## config.mk

```make
export PLATFORM = sky130hd
export DESIGN_NAME = trace_mem_ctrl
export DESIGN_NICKNAME = d
export VERILOG_FILES = /design/src/rtl/stb_pkg.sv /design/src/rtl/trb_ring_ram.sv /design/src/rtl/trace_mem_ctrl.sv
export SDC_FILE = /design/constraint.sdc
export NUM_CORES = 2
export LEC_CHECK = 0
export CAP_MARGIN = 10
export CORE_ASPECT_RATIO = 0.6
export CORE_MARGIN = 5
export CORE_UTILIZATION = 25
export CTS_CLUSTER_DIAMETER = 120
export DETAILED_ROUTE_END_ITERATION = 10
export DONT_BUFFER_PORTS = 1
export GPL_TIMING_DRIVEN = 0
export PLACE_DENSITY_LB_ADDON = 0.25
export SLEW_MARGIN = 20
export SYNTH_ARGS = -nofsm -noshare
export SYNTH_HDL_FRONTEND = slang
export SYNTH_SLANG_ARGS = --single-unit
```

## constraint.sdc

```tcl
create_clock -name FPGA_CLK_I -period 4.4 [get_ports FPGA_CLK_I]
set_clock_uncertainty 0.1 [all_clocks]
set_input_delay 0.66 -clock FPGA_CLK_I [delete_from_list [all_inputs] [get_ports FPGA_CLK_I]]
set_output_delay 0.66 -clock FPGA_CLK_I [all_outputs]
set_load 0.02 [all_outputs]
```

## src/rtl/stb_pkg.sv

```systemverilog
// Shared definitions for the trace/stream memory stage that sits behind the Tracer.
package STB_PKG;

    localparam int unsigned TRB_WIDTH      = 32;
    localparam int unsigned TRB_DEPTH      = 64;
    localparam int unsigned TRB_DELAY_BITS = 16;

    localparam logic [1:0] trace_mode = 2'd0;

    typedef logic [$clog2(TRB_DEPTH)-1:0] trb_ptr_t;

    typedef enum logic [1:0] {
        IDLE,
        ARMED,
        DELAY,
        FROZEN
    } trb_phase_t;

endpackage

```

## src/rtl/trb_ring_ram.sv

```systemverilog
// Simple dual-port word memory: one write port, one registered read port (block-RAM style).
module trb_ring_ram #(
    parameter  int unsigned WIDTH = 32,
    parameter  int unsigned DEPTH = 64,
    localparam int unsigned AW    = $clog2(DEPTH)
) (
    input  logic             clk_i,
    input  logic             we_i,
    input  logic [AW-1:0]    waddr_i,
    input  logic [WIDTH-1:0] wdata_i,
    input  logic [AW-1:0]    raddr_i,
    output logic [WIDTH-1:0] rdata_o
);

    logic [WIDTH-1:0] mem_q [DEPTH];
    logic [WIDTH-1:0] rdata_q;

    // Read-first: a write and read of the same address returns the old word.
    always_ff @(posedge clk_i) begin
        if (we_i) begin
            mem_q[waddr_i] <= wdata_i;
        end
        rdata_q <= mem_q[raddr_i];
    end

    assign rdata_o = rdata_q;

endmodule

```

## src/rtl/trace_mem_ctrl.sv

```systemverilog
// Trace/stream word memory behind the Tracer: circular trace buffer with delayed-trigger freeze,
// or a flow-controlled FIFO, plus the STORE/LOAD handshakes.
module trace_mem_ctrl
    import STB_PKG::*;
#(
    parameter int unsigned WIDTH      = TRB_WIDTH,
    parameter int unsigned DEPTH      = TRB_DEPTH,
    parameter int unsigned DELAY_BITS = TRB_DELAY_BITS
) (
    input  logic                     FPGA_CLK_I,
    input  logic                     RST_I,
    input  logic [1:0]               MODE_I,
    input  logic                     TRG_EVENT_I,
    input  logic [DELAY_BITS-1:0]    TRG_DELAY_I,
    output logic                     TRG_DELAYED_O,
    input  logic [WIDTH-1:0]         DATA_I,
    input  logic                     STORE_I,
    output logic                     STORE_PERM_O,
    input  logic                     LOAD_REQUEST_I,
    output logic                     LOAD_GRANT_O,
    output logic [WIDTH-1:0]         DATA_O,
    output logic [$clog2(DEPTH):0]   FILL_O,
    output logic                     OVERFLOW_O
);

    localparam int unsigned AW = $clog2(DEPTH);
    localparam int unsigned CW = AW + 1;
    localparam logic [CW-1:0] FullCnt = CW'(DEPTH);

    logic [1:0]            mode_q;
    logic [AW-1:0]         wr_ptr_q, wr_ptr_d;
    logic [AW-1:0]         rd_ptr_q, rd_ptr_d;
    logic [CW-1:0]         count_q, count_d;
    logic [DELAY_BITS-1:0] delay_q, delay_d;
    trb_phase_t            phase_q, phase_d;
    logic                  overflow_q, overflow_d;
    logic                  grant_q, grant_d;
    logic [WIDTH-1:0]      hold_q, hold_d;
    logic [WIDTH-1:0]      ram_rdata;

    logic stream, full, flush, store_acc, grant_dec;

    assign stream        = (mode_q != trace_mode);
    assign full          = (count_q == FullCnt);
    assign flush         = (MODE_I != mode_q);
    assign STORE_PERM_O  = stream ? !full : (phase_q != FROZEN);
    assign TRG_DELAYED_O = (phase_q == FROZEN);
    assign FILL_O        = count_q;
    assign OVERFLOW_O    = overflow_q;
    assign LOAD_GRANT_O  = grant_q;
    // The RAM read port lands in the grant cycle; afterwards the captured copy is held.
    assign DATA_O        = grant_q ? ram_rdata : hold_q;

    assign store_acc = STORE_I && STORE_PERM_O && !flush;
    assign grant_dec = LOAD_REQUEST_I && !grant_q && (!stream || (count_q != '0));

    always_comb begin
        wr_ptr_d   = wr_ptr_q;
        rd_ptr_d   = rd_ptr_q;
        count_d    = count_q;
        delay_d    = delay_q;
        phase_d    = phase_q;
        overflow_d = overflow_q;
        grant_d    = grant_dec;
        hold_d     = grant_q ? ram_rdata : hold_q;

        if (flush) begin
            wr_ptr_d   = '0;
            rd_ptr_d   = '0;
            count_d    = '0;
            delay_d    = '0;
            phase_d    = IDLE;
            overflow_d = 1'b0;
            grant_d    = 1'b0;
        end else begin
            if (store_acc) begin
                wr_ptr_d = wr_ptr_q + AW'(1);
            end
            if (stream) begin
                phase_d = IDLE;
                if (grant_dec) begin
                    rd_ptr_d = rd_ptr_q + AW'(1);
                end
                if (store_acc && !grant_dec) begin
                    count_d = count_q + CW'(1);
                end else if (!store_acc && grant_dec) begin
                    count_d = count_q - CW'(1);
                end
                if (STORE_I && full) begin
                    overflow_d = 1'b1;
                end
            end else begin
                // Reads track the write pointer so a load returns the oldest word.
                rd_ptr_d = wr_ptr_d;
                if (store_acc && !full) begin
                    count_d = count_q + CW'(1);
                end
                unique case (phase_q)
                    IDLE:   phase_d = ARMED;
                    ARMED: begin
                        if (TRG_EVENT_I) begin
                            phase_d = DELAY;
                            delay_d = TRG_DELAY_I;
                        end
                    end
                    DELAY: begin
                        if (delay_q == '0) begin
                            phase_d = FROZEN;
                        end else if (store_acc) begin
                            delay_d = delay_q - DELAY_BITS'(1);
                        end
                    end
                    FROZEN: phase_d = FROZEN;
                endcase
            end
        end
    end

    always_ff @(posedge FPGA_CLK_I) begin
        if (RST_I) begin
            mode_q     <= MODE_I;
            wr_ptr_q   <= '0;
            rd_ptr_q   <= '0;
            count_q    <= '0;
            delay_q    <= '0;
            phase_q    <= IDLE;
            overflow_q <= 1'b0;
            grant_q    <= 1'b0;
            hold_q     <= '0;
        end else begin
            mode_q     <= MODE_I;
            wr_ptr_q   <= wr_ptr_d;
            rd_ptr_q   <= rd_ptr_d;
            count_q    <= count_d;
            delay_q    <= delay_d;
            phase_q    <= phase_d;
            overflow_q <= overflow_d;
            grant_q    <= grant_d;
            hold_q     <= hold_d;
        end
    end

    trb_ring_ram #(
        .WIDTH (WIDTH),
        .DEPTH (DEPTH)
    ) u_ram (
        .clk_i   (FPGA_CLK_I),
        .we_i    (store_acc && !RST_I),
        .waddr_i (wr_ptr_q),
        .wdata_i (DATA_I),
        .raddr_i (rd_ptr_q),
        .rdata_o (ram_rdata)
    );

endmodule

```

[Yosys cells after proc, flatten, opt, wreduce, memory -nomap -nowiden]
Memories as Yosys holds them, arrays and structs flattened. A register that Yosys moved wholly into a read port is not among the register bits.
Cells that the tools add are included.
Storage, ports and cells
  register bits: 73
  latch bits: 0
  bits in writable memories: 2048
  ROM bits: 0
  input port bits: 55
  output and inout bits: 43
  word-level logic and storage cells: 75
  memories kept: 1
Memories
  u_ram.mem_q: depth 64, width 32, read ports 1, clocked after memory_dff 1, wr ports 1, RTL line trb_ring_ram.sv:15  | logic [WIDTH-1:0] mem_q [DEPTH];
Cells by class
  add/subtract/negate cells: 5
  $mul: 0
  divide/modulo/power cells: 0
  $lt $le $gt $ge: 0
  equal/unequal tests: 12
  shifts and indexed selects: 0
  multiplexer cells: 18
  bitwise logic cells: 1
  reductions and logical operators: 29
Operators by type and width (count)
  $mux W16: 3
  $mux W32: 1
  $pmux W16 S2: 1
  $mux W7: 4
  $mux W6: 3
  $logic_not A16 Y1: 1
  $sub A16 B1 Y16 const B: 1
  $add A6 B1 Y6 const B: 2
  $ne A2 B2 Y1 const B: 5
  $logic_and A1 B1 Y1: 9
  $pmux W2 S4: 1
  $add A7 B1 Y7 const B: 1
  $eq A7 B7 Y1 const B: 1
  $logic_not A1 Y1: 7
  $reduce_bool A7 Y1: 1
  $sub A7 B1 Y7 const B: 1
  $reduce_and A2 Y1: 3
  $reduce_bool A2 Y1: 3
  $reduce_and A5 Y1: 1
  $eq A2 B2 Y1 const B: 2
  $mux W2: 2
  $mux W1: 3
  $ne A3 B1 Y1 const B: 1
  $reduce_or A3 Y1: 1
  7 further kinds: 7

[Logic depth before layout (Yosys ltp)]
  depth after elaboration: 10
  depth in mapped cells: 10
  depth with buffers taken out: 8

[Hierarchy]
Synthesis repeated with hierarchy kept, for this count alone.
Unflattened totals
  cell total of the unflattened synthesis: 3737
  area, all modules: 82332.7 µm²
Modules (own cells, without submodules)
  trb_ring_ram: times used 1, cells an instance 3324, area each 78515.3 µm², seq. area each 62139.6 µm²
  trace_mem_ctrl: times used 1, cells an instance 413, area each 3817.4 µm², seq. area each 1461.4 µm²

[Worst setup path before layout]
No wires, ideal clock.
  path type: input to register
  from: input port MODE_I[1]
  to: memory u_ram.mem_q[58][0], enable pin
  library setup time: 0.421 ns
  arrival: 3.402 ns
  required time: 3.879 ns
  slack: 0.477 ns
  cell stages on the path: 6
  buffers on the path: 1
  path through: xor2_1 > a2111oi_4 > and2_0 > buf_2 > nand3_1 > nor2_1
On the way
  word-level cells in the longest chain between the ends: 6
RTL lines
  start, declared: RTL line trace_mem_ctrl.sv:12  | input logic [1:0] MODE_I,
  $ne A2 B2 Y1: RTL line trace_mem_ctrl.sv:45  | assign flush = (MODE_I != mode_q);
  $logic_not A1 Y1: RTL line trace_mem_ctrl.sv:54  | assign store_acc = STORE_I && STORE_PERM_O && !flush;
  $logic_and A1 B1 Y1: RTL line trace_mem_ctrl.sv:54
  $logic_and A1 B1 Y1: RTL line trace_mem_ctrl.sv:148  | .we_i (store_acc && !RST_I),
  $mux W1: RTL line trb_ring_ram.sv:20  | if (we_i) begin
  $mux W1 (implied by the code): RTL line trb_ring_ram.sv:21  | mem_q[waddr_i] <= wdata_i;
  end, declared: RTL line trb_ring_ram.sv:15
No other way between the ends.

==> flow_summary.toml <==
[run_status]
status = "complete, no violations"

[placement]
port_buffers = 0
post-place-ws_ns = -0.554
dpl-instance-area_sq_um = 91400
place_congestion = 0.816
dp_cells = 8249
hpwl_mm = 208

[clocking]
cts.htree.levels = 4
cts_sinks = 2153
clk_latency_ns = 0.88
cts_buffers = 195
clk_path_buf_depth = 4
clk_pin_slew_worst_paths_ns = 0.07
cts_root_buf = "clkbuf_16"
cts_tree = "built"

[critical_path]
endpoint_kind = "flip-flop"
r2r_end = "u_ram.rdata_o[7]$_DFF_P_"
crit_required_ns = 4.98
path_class = "flip-flop to flip-flop"
r2r-start = "rd_ptr_q[1]$_SDFFE_PP0P_"
path_max_fanout = 10
ff2ff_setup_slack_ns = 0.05
crit_path_start_kind = "flip-flop"
reg2regPathDepth = 9
cp_data_arrival_time_ns = 4.93

[grt]
grt_pass1_wl_mm = 395
grt_start_max_net_pins = 65
antenna_found_initial = 36
grtUsageTotal = 0.171
grt_overflow = 0
first_global_vias = 41900

[synthesis]
syn-mean-instance-area_sq_um = 21.9
synth.most_common_cell = "edfxtp_1"
synth_cells = 3743
ys.flop_type = "edfxtp_1"
ys_seq_area_frac = 0.776
synth_nets = 3808
yosys_warnings = 0
synth_edf_count = 2048
synth_common_cells = "2048 x edfxtp_1, 518 x mux4_2, 105 x dfxtp_1"
synth_area_sq_um = 82000
ys_types = 71
synthTopCellsByArea = "edfxtp_1 75%, mux4_2 14%, dfxtp_1 2.6%"
synth_top_cell_by_area = "edfxtp_1"
synth_top_area_share = 0.750
async_flop_share = 0
synth-seq-cells = 2153

[timing]
worst_pin_slew_ns = 1.40
setup_violations = 0
final_max_slew_viol_count = 0
rsz0062_at_grt = "no"
max_freq_ghz = 0.230
fin_crit_sh = 0.990
hold_viol = 0
relSlewSlack = 0.0586
fin_ws_ns = 0.0454
fin_crit_ns = 4.35

[min_path]
min_to = "delay_q[6]$_SDFFE_PP0P_"
hold_path.class = "input port to flip-flop"
hold_path_depth = 3
hold_start = "TRG_DELAY_I[6]"

[final_layout]
postLayoutCellArea_sq_um = 99000
post-route-util = 0.304
drive_above_1_share = 0.301
final_nets = 4249
flow.area_growth_from_synthesis_pct = 20.7
stdcell_count = 8698

[detailed_routing]
finalWirelength_mm = 298
drc_errors = 0
wire_per_inst_um = 34.3
drt_pass1_iterations = 5
detail-route-antenna-nets = 0
vias = 44300
vias_per_cell = 5.09
drt_iter0_markers = 7326

[floorplanning]
io-pin-count = 98
chipHeight_um = 454
num_rows = 162
dieWidth_um = 749
core-area_sq_um = 326000
die_area_sq_um = 340000
start_util = 0.252

[pwr]
sequentialPowerShare = 0.551
power.switching_uw = 8600
power_frac_clock = 0.420
power_density_nw_per_um2 = 411
p_int_uw = 32100
p_leak_uw = 0.0295
power_frac_comb = 0.028
ir_drop_v = 0.000303
switching_share = 0.211

[flow_run]
maxCapViolations = 0
[power groups by stage]
stage / Clock, uW / Combinational (uW) / Sequential [uW]
finish: 17100 / 1160 / 22500
global route: 18300 / 1220 / 22400
CTS: 17400 / 1160 / 22500
detailed placement: 0 / 735 / 22900
global placement: 0 / 713 / 22900
floorplan: 0 / 411 / 22900
[kinds of logic after synthesis]
kind of cell | Yosys count | synth area share
simple gates | 376 | 0.0232
xor+xnor | 12 | 0.00128
mux | 618 | 0.155
compound gates | 351 | 0.0296
flops | 2153 | 0.776
buf+inv | 223 | 0.0136
fa+ha+maj | 10 | 0.00153
[worst max path at each step]
stage / slack [ns] / to / startpoint / cells after the start
floorplan: 0.48 / u_ram.mem_q[58][0]$_DFFE_PP_ / MODE_I[1] / 6
global placement: -4.00 / u_ram.mem_q[34][7]$_DFFE_PP_ / FILL_O[0]$_SDFFE_PP0P_ / 8
detailed placement: -0.55 / u_ram.rdata_o[24]$_DFF_P_ / rd_ptr_q[2]$_SDFFE_PP0P_ / 9
CTS: -0.02 / u_ram.mem_q[41][17]$_DFFE_PP_ / FILL_O[1]$_SDFFE_PP0P_ / 10
global route: 0.02 / u_ram.rdata_o[7]$_DFF_P_ / rd_ptr_q[1]$_SDFFE_PP0P_ / 9
finish: 0.05 / u_ram.rdata_o[7]$_DFF_P_ / rd_ptr_q[1]$_SDFFE_PP0P_ / 9
[worst max-delay path, stage by stage, from the launching register on]
cell and delay (ns):
dfxtp_1 0.34, buf_2 0.38, buf_2 0.36, buf_2 0.50, buf_2 0.47, buf_2 0.64, mux2i_1 0.35, o22ai_1 0.17
a221oi_1 0.69, nand3_1 0.18
[area by class of cell]
cell class	count	area, sq um
multi-input combinational	1367	17900
antenna	25	62.6
clock inverter	100	852
buffer	210	1100
timing repair buffer	245	4780
tap	4346	5440
fill	31200	227000
clock buffer	240	5270
sequential	2153	63600
inverter	12	45.0
[placed cells by master (no fill, tap or decap), types with 12 or more instances in the layout]
| cell type | Yosys | final |
|---|---|---|
| buf_16 | 0 | 76 |
| nor2b_1 | 43 | 43 |
| nor2_1 | 96 | 30 |
| dfxtp_1 | 105 | 105 |
| clkbuf_16 | 0 | 203 |
| bufinv_16 | 0 | 15 |
| clkinv_1 | 0 | 41 |
| nor2_4 | 0 | 64 |
| mux2i_1 | 41 | 41 |
| buf_12 | 0 | 107 |
| mux2_2 | 59 | 59 |
| nor3_1 | 42 | 32 |
| nand2_1 | 71 | 71 |
| mux4_2 | 518 | 518 |
| clkbuf_1 | 98 | 109 |
| dlygate4sd3_1 | 0 | 13 |
| edfxtp_1 | 2048 | 2048 |
| buf_4 | 27 | 70 |
| a22oi_1 | 86 | 86 |
| buf_2 | 61 | 62 |
| nand3_1 | 34 | 28 |
| clkinv_2 | 0 | 36 |
| o22ai_1 | 86 | 86 |
| inv_1 | 12 | 12 |
| clkbuf_2 | 1 | 21 |
| buf_6 | 13 | 17 |
| o21ai_0 | 12 | 12 |
| a211oi_1 | 15 | 15 |
| diode_2 | 0 | 25 |
| nand2b_1 | 12 | 12 |
| or4_1 | 16 | 16 |
| a221oi_1 | 13 | 12 |
| a21oi_1 | 74 | 73 |
[repair_timing]
action	4_1_cts	5_1_grt
pin swaps	13	7
resized for setup	8	1
setup endpoints to repair	312	165
endpoints found under the hold margin	2061	0
setup buffers	26	12
hold buffers	45	0
[flip-flops by register name, summed over array words and instances (netlist names)]
name,count
FILL_O,7
hold_q,32
rd_ptr_q,6
u_ram.mem_q,2048
wr_ptr_q,6
OVERFLOW_O,1
phase_q,2
delay_q,16
u_ram.rdata_o,32
LOAD_GRANT_O,1
mode_q,2
[layer usage]
layer,vias to the layer above,wire (um),global-route usage
li1,16800,-,-
met1,24600,142000,0.273
met2,2630,113000,0.217
met3,344,37000,0.0638
met4,10,5320,0.0303
met5,-,372,0
[metrics by stage]
step                      total power [uW]  hold slack, ns  TNS (ns)
after floorplan                      23300           0.364         0
after global placement               23600           0.386  -6220.82
after detailed placement             23600           0.398    -36.44
after CTS                            41000         0.00127    -0.149
after global routing                 42000          0.0292         0
final                                40700          0.0534         0
Power figures use the tool's default switching activity.
